## src/rtl/program_loader.sv

```systemverilog
// Byte-stream program loader: hunts for a sync byte, reads a start address and
// word count, then writes little-endian STEP-byte words into instruction memory.
module program_loader #(
   parameter int          INSTR_ADDR_WIDTH = 20,
   parameter int          STEP             = 4,
   parameter logic [7:0]  SYNC_BYTE        = 8'hA5
) (
   input  logic                        clk,
   input  logic                        rst_n,
   input  logic [7:0]                  in_data,
   input  logic                        in_valid,
   output logic                        in_ready,
   input  logic                        abort,
   output logic                        pgm,
   output logic [INSTR_ADDR_WIDTH-1:0] addr,
   output logic [STEP*8-1:0]           data,
   output logic                        busy,
   output logic                        done
);

   localparam int ADDR_BYTES = (INSTR_ADDR_WIDTH + 7) / 8;
   localparam int AW         = ADDR_BYTES * 8;
   localparam int DW         = STEP * 8;

   localparam logic [7:0] LAST_ADDR = 8'(ADDR_BYTES - 1);
   localparam logic [7:0] LAST_STEP = 8'(STEP - 1);

   localparam logic [2:0] S_IDLE  = 3'd0;
   localparam logic [2:0] S_ADDR  = 3'd1;
   localparam logic [2:0] S_CNT   = 3'd2;
   localparam logic [2:0] S_DATA  = 3'd3;
   localparam logic [2:0] S_WRITE = 3'd4;
   localparam logic [2:0] S_DONE  = 3'd5;

   logic [2:0]                  state, next_state;
   logic [7:0]                  byte_cnt;
   logic [AW-1:0]               addr_buf, addr_next;
   logic [INSTR_ADDR_WIDTH-1:0] cur_addr;
   logic [15:0]                 cnt_buf, cnt_next;
   logic [DW-1:0]               word_buf, word_next;
   logic                        xfer;

   // Byte k of a multi-byte field lands in bits [8k+7:8k] (little-endian).
   // NOTE: every combinational output gets a default first so no latch is inferred.
   always_comb begin
      xfer      = in_valid && in_ready;
      addr_next = addr_buf;
      addr_next[{byte_cnt, 3'b000} +: 8] = in_data;
      word_next = word_buf;
      word_next[{byte_cnt, 3'b000} +: 8] = in_data;
      cnt_next  = {in_data, cnt_buf[15:8]};
      next_state = state;
      case (state)
         S_IDLE:  if (xfer && in_data == SYNC_BYTE) next_state = S_ADDR;
         S_ADDR:  if (xfer && byte_cnt == LAST_ADDR) next_state = S_CNT;
         S_CNT:   if (xfer && byte_cnt == 8'd1)
                     next_state = (cnt_next == 16'd0) ? S_DONE : S_DATA;
         S_DATA:  if (xfer && byte_cnt == LAST_STEP) next_state = S_WRITE;
         S_WRITE: next_state = (cnt_buf == 16'd1) ? S_DONE : S_DATA;
         S_DONE:  next_state = S_IDLE;
         default: next_state = S_IDLE;
      endcase
      if (abort && state != S_IDLE) next_state = S_IDLE;
   end

   // Outputs are registered from next_state so they line up with the state register.
   // NOTE: sequential state uses non-blocking assignments only, avoiding read/write races.
   always_ff @(posedge clk) begin
      if (!rst_n) begin
         state    <= S_IDLE;
         byte_cnt <= 8'd0;
         addr_buf <= '0;
         cur_addr <= '0;
         cnt_buf  <= 16'd0;
         word_buf <= '0;
         in_ready <= 1'b0;
         pgm      <= 1'b0;
         addr     <= '0;
         data     <= '0;
         busy     <= 1'b0;
         done     <= 1'b0;
      end else begin
         state    <= next_state;
         in_ready <= (next_state == S_IDLE) || (next_state == S_ADDR) ||
                     (next_state == S_CNT)  || (next_state == S_DATA);
         busy     <= (next_state != S_IDLE);
         pgm      <= (next_state == S_WRITE);
         done     <= (next_state == S_DONE);

         if (abort && state != S_IDLE) begin
            byte_cnt <= 8'd0;
         end else begin
            case (state)
               S_IDLE: byte_cnt <= 8'd0;
               S_ADDR: if (xfer) begin
                  addr_buf <= addr_next;
                  if (byte_cnt == LAST_ADDR) begin
                     byte_cnt <= 8'd0;
                     cur_addr <= addr_next[INSTR_ADDR_WIDTH-1:0];
                  end else begin
                     byte_cnt <= byte_cnt + 8'd1;
                  end
               end
               S_CNT: if (xfer) begin
                  cnt_buf  <= cnt_next;
                  byte_cnt <= (byte_cnt == 8'd1) ? 8'd0 : byte_cnt + 8'd1;
               end
               S_DATA: if (xfer) begin
                  word_buf <= word_next;
                  if (byte_cnt == LAST_STEP) begin
                     byte_cnt <= 8'd0;
                     addr     <= cur_addr;
                     data     <= word_next;
                  end else begin
                     byte_cnt <= byte_cnt + 8'd1;
                  end
               end
               S_WRITE: begin
                  cur_addr <= cur_addr + 1'b1;
                  cnt_buf  <= cnt_buf - 16'd1;
               end
               default: ;
            endcase
         end
      end
   end

endmodule

```

## config.mk

```make
export PLATFORM = sky130hd
export DESIGN_NAME = program_loader
export DESIGN_NICKNAME = d
export VERILOG_FILES = /design/src/rtl/program_loader.sv
export SDC_FILE = /design/constraint.sdc
export NUM_CORES = 1
export LEC_CHECK = 0
export ABC_AREA = 1
export BUFFER_PORTS_ARGS = -buffer_cell sky130_fd_sc_hd__buf_2
export CAP_MARGIN = 10
export CORE_ASPECT_RATIO = 0.9
export CORE_MARGIN = 1.5
export CORE_UTILIZATION = 56
export CTS_BUF_LIST = sky130_fd_sc_hd__clkbuf_8
export CTS_CLUSTER_DIAMETER = 40
export DETAILED_ROUTE_END_ITERATION = 6
export PLACE_DENSITY = 0.73
export RECOVER_POWER = 100
export SLEW_MARGIN = 10
export SYNTH_ARGS = -nofsm -noshare
export SYNTH_HDL_FRONTEND = slang
export SYNTH_SLANG_ARGS = --single-unit
```

## constraint.sdc

```tcl
create_clock -name clk -period 5.7 [get_ports clk]
set_input_delay 0.855 -clock clk [delete_from_list [all_inputs] [get_ports clk]]
set_output_delay 0.855 -clock clk [all_outputs]
set_load 0.02 [all_outputs]
```

==> flow_summary.json <==
{
  "postCtsHoldBufs": 0,
  "antenna_found_initial": 0,
  "cts_made_buffers": 17,
  "grt_use_total": 0.270,
  "fp-row-count": 41,
  "min_path_type": "reg -> reg",
  "die_y_um": 116,
  "syn-num-nets": 1159,
  "clkPwrFrac": 0.417,
  "slew_viol_final": 0,
  "grt_max_degree": 101,
  "htree_num_levels": 4,
  "fin_nets": 1195,
  "arrival_ps": 3830,
  "start_kind": "flip-flop",
  "area_delta_synth_final_pct": 6.58,
  "combPwrFrac": 0.024,
  "fp.dieW_um": 129,
  "final.setup.worst_slack_ps": 2250,
  "netSwitchingPower_mw": 0.449,
  "antennaDiodeCount": 0,
  "fmax_ghz": 0.290,
  "pre_cts_ws_ps": 2310,
  "netlist_instances": 1140,
  "post_cts_buffers": 0,
  "clockBufferDepth": 2,
  "syn-cell-area_um2": 7970,
  "io_pins": 68,
  "p_leak_nw": 4.03,
  "netSwitchingFraction": 0.232,
  "pwr_density_cell_nw_per_um2": 228,
  "clkLatencyLatePin_ps": 460,
  "status": "finished clean",
  "seq_area_frac_synth": 0.389,
  "first_pass_iters": 6,
  "final-setup-viol-count": 0,
  "rsz0062_at_grt": "no",
  "die_area_um2": 15000,
  "post-route-period-util": 0.605,
  "start_util": 0.571,
  "cts_root_buf": "clkbuf_8",
  "gr-total-overflow": 0,
  "intPower_mw": 1.49,
  "drc": 0,
  "coreArea_um2": 14000,
  "synth.avg_cell_area_um2": 6.99,
  "numPortBuffers": 67,
  "placed_area_um2": 8310,
  "r2r_cells": 9,
  "vias": 7443,
  "post-dp-hpwl_um": 13400,
  "pwr-share-seq": 0.559,
  "cts.sinks": 155,
  "path_class": "reg -> reg",
  "worst_pin_slew_ps": 1320,
  "stdcell_area_um2": 8490,
  "hold_viol_final": 0,
  "min_period_ps": 3450,
  "required_ps": 6080,
  "clk_pin_slew_ps": 80,
  "drive_gt1_frac": 0.0539,
  "cts-resized-gates": 0,
  "dr.first_iter.drc_count": 708,
  "tns_ps": 0,
  "finalClockSkew_ps": 10.7,
  "grt_pass1_vias": 6487,
  "ir_drop_uv": 181,
  "holdWs_ps": 499,
  "vias_per_cell": 5.39,
  "avgRoutedWirePerCell_um": 14.3,
  "synth_seq_cells": 155,
  "fillers": 1374,
  "ys_warn_count": 0,
  "routed_wirelength_um": 19700,
  "grt_pass1_wl_um": 32100,
  "cts_tree": "yes",
  "cp_max_fo": 23,
  "ys_types": 47,
  "ant_nets": 0,
  "place.gp.congestion": 0.929,
  "worst_hold_path.num_cells": 2,
  "slew_headroom": 0.117,
  "critPathCaptureType": "flip-flop",
  "cap_violations": 0
}
## power by group through the flow
stage | Clock, mW | Sequential, mW | Combinational [mW]
6_report | 0.807 | 1.08 | 0.0462
5_1_grt | 0.859 | 1.08 | 0.0500
4_1_cts | 0.815 | 1.08 | 0.0474
3_5_place_dp | 0 | 1.11 | 0.0471
3_3_place_gp | 0 | 1.11 | 0.0470
2_1_floorplan | 0 | 1.11 | 0.0272
## cell usage in the layout, fill, tap and decap left out, types with 3 or more instances in the layout
master	netlist	layout
nand4_1	8	8
nor2_1	74	77
xor2_1	9	10
inv_2	6	5
ha_1	7	7
o21bai_1	29	29
nand2_2	4	3
clkbuf_1	31	58
nor3_1	14	15
o21a_1	19	19
clkinvlp_4	0	3
clkbuf_8	0	18
a21oi_1	91	93
inv_1	170	173
buf_2	14	10
buf_4	6	6
o211ai_1	23	23
nand3_1	84	87
o21ai_1	16	3
dfxtp_1	155	155
nor2_2	4	3
nand2_1	198	200
o21ai_0	129	149
## area by class of cell
type	count	area, µm²	area share
multi-input cells	752	3800	0.448
flip-flops and latches	155	3100	0.365
inverters	176	661	0.0778
repair buffers	74	313	0.0368
clock buffers	18	248	0.0292
well taps	193	241	0.0284
clock inverters	12	126	0.0149
## metal layers
metal,share of wire,GRT usage
met2,0.45,0.434
met4,0.011,0.0697
met3,0.062,0.0614
met5,0,0
met1,0.48,0.370
## cells by family (layout without fill, tap and decap cells)
kind of cell,Yosys count,count (layout),share of synthesized area
AND/OR/NAND/NOR,407,407,0.231
AO/OA/AOI/OAI,326,326,0.234
buffers and inverters,233,280,0.120
flip-flops,155,155,0.389
XOR/XNOR,12,12,0.0141
adder cells (fa/ha/maj),7,7,0.0110
## Yosys cell counts, drive strengths merged
| master | instances | share of area |
|---|---|---|
| nor2 | 82 | 0.045 |
| xor2 | 10 | 0.012 |
| a21boi | 1 | 0.00094 |
| clkbuf | 31 | 0.015 |
| or2 | 2 | 0.0016 |
| nand2 | 203 | 0.098 |
| a21oi | 93 | 0.059 |
| o21a | 19 | 0.018 |
| xnor2 | 2 | 0.0022 |
| and2 | 1 | 0.00079 |
| buf | 26 | 0.023 |
| dfxtp | 155 | 0.39 |
| nand3 | 89 | 0.060 |
| nor3 | 16 | 0.012 |
| o31ai | 2 | 0.0019 |
| a31oi | 2 | 0.0016 |
| nand4 | 10 | 0.011 |
| ha | 7 | 0.011 |
| a211oi | 2 | 0.0019 |
| nand3b | 1 | 0.00094 |
| nor4 | 2 | 0.0016 |
| o31a | 1 | 0.0011 |
| o211ai | 23 | 0.022 |
| nor3b | 1 | 0.00094 |
| inv | 176 | 0.083 |
| o21bai | 29 | 0.027 |
| o21ai | 153 | 0.10 |
| o22ai | 1 | 0.00079 |
## registers in the layout (all words and copies together), names as in the netlist
name / flops
data: 32
word_buf: 32
addr: 20
addr_buf: 20
cur_addr: 20
cnt_buf: 16
byte_cnt: 8
state: 3
busy: 1
done: 1
in_ready: 1
pgm: 1
## critical path, stage by stage, from the launching register on
cell	delay [ps]
dfxtp_1	540
inv_1	200
ha_1	290
xor2_1	460
nand4_2	170
nor2_1	990
nand2_1	210
o21ai_0	190
nand2_1	110
a21oi_1	200
## metrics by stage
step	utilization	cells	power, mW
final	0.609	1380	1.94
after floorplan	-	1140	1.14
after global placement	0.595	1350	1.15
after CTS	0.622	1380	1.94
after detailed placement	0.595	1350	1.15
after global routing	0.609	1380	1.99
## final timing paths
kind                                   from          end  slack (ps)
worst max register to register  byte_cnt[0]  cur_addr[7]        2250
worst min register to register  byte_cnt[7]  byte_cnt[7]         500
worst min-delay path            byte_cnt[7]  byte_cnt[7]         500
worst max-delay path            byte_cnt[0]  cur_addr[7]        2250
Note: power is estimated with default switching activity, not from simulation.
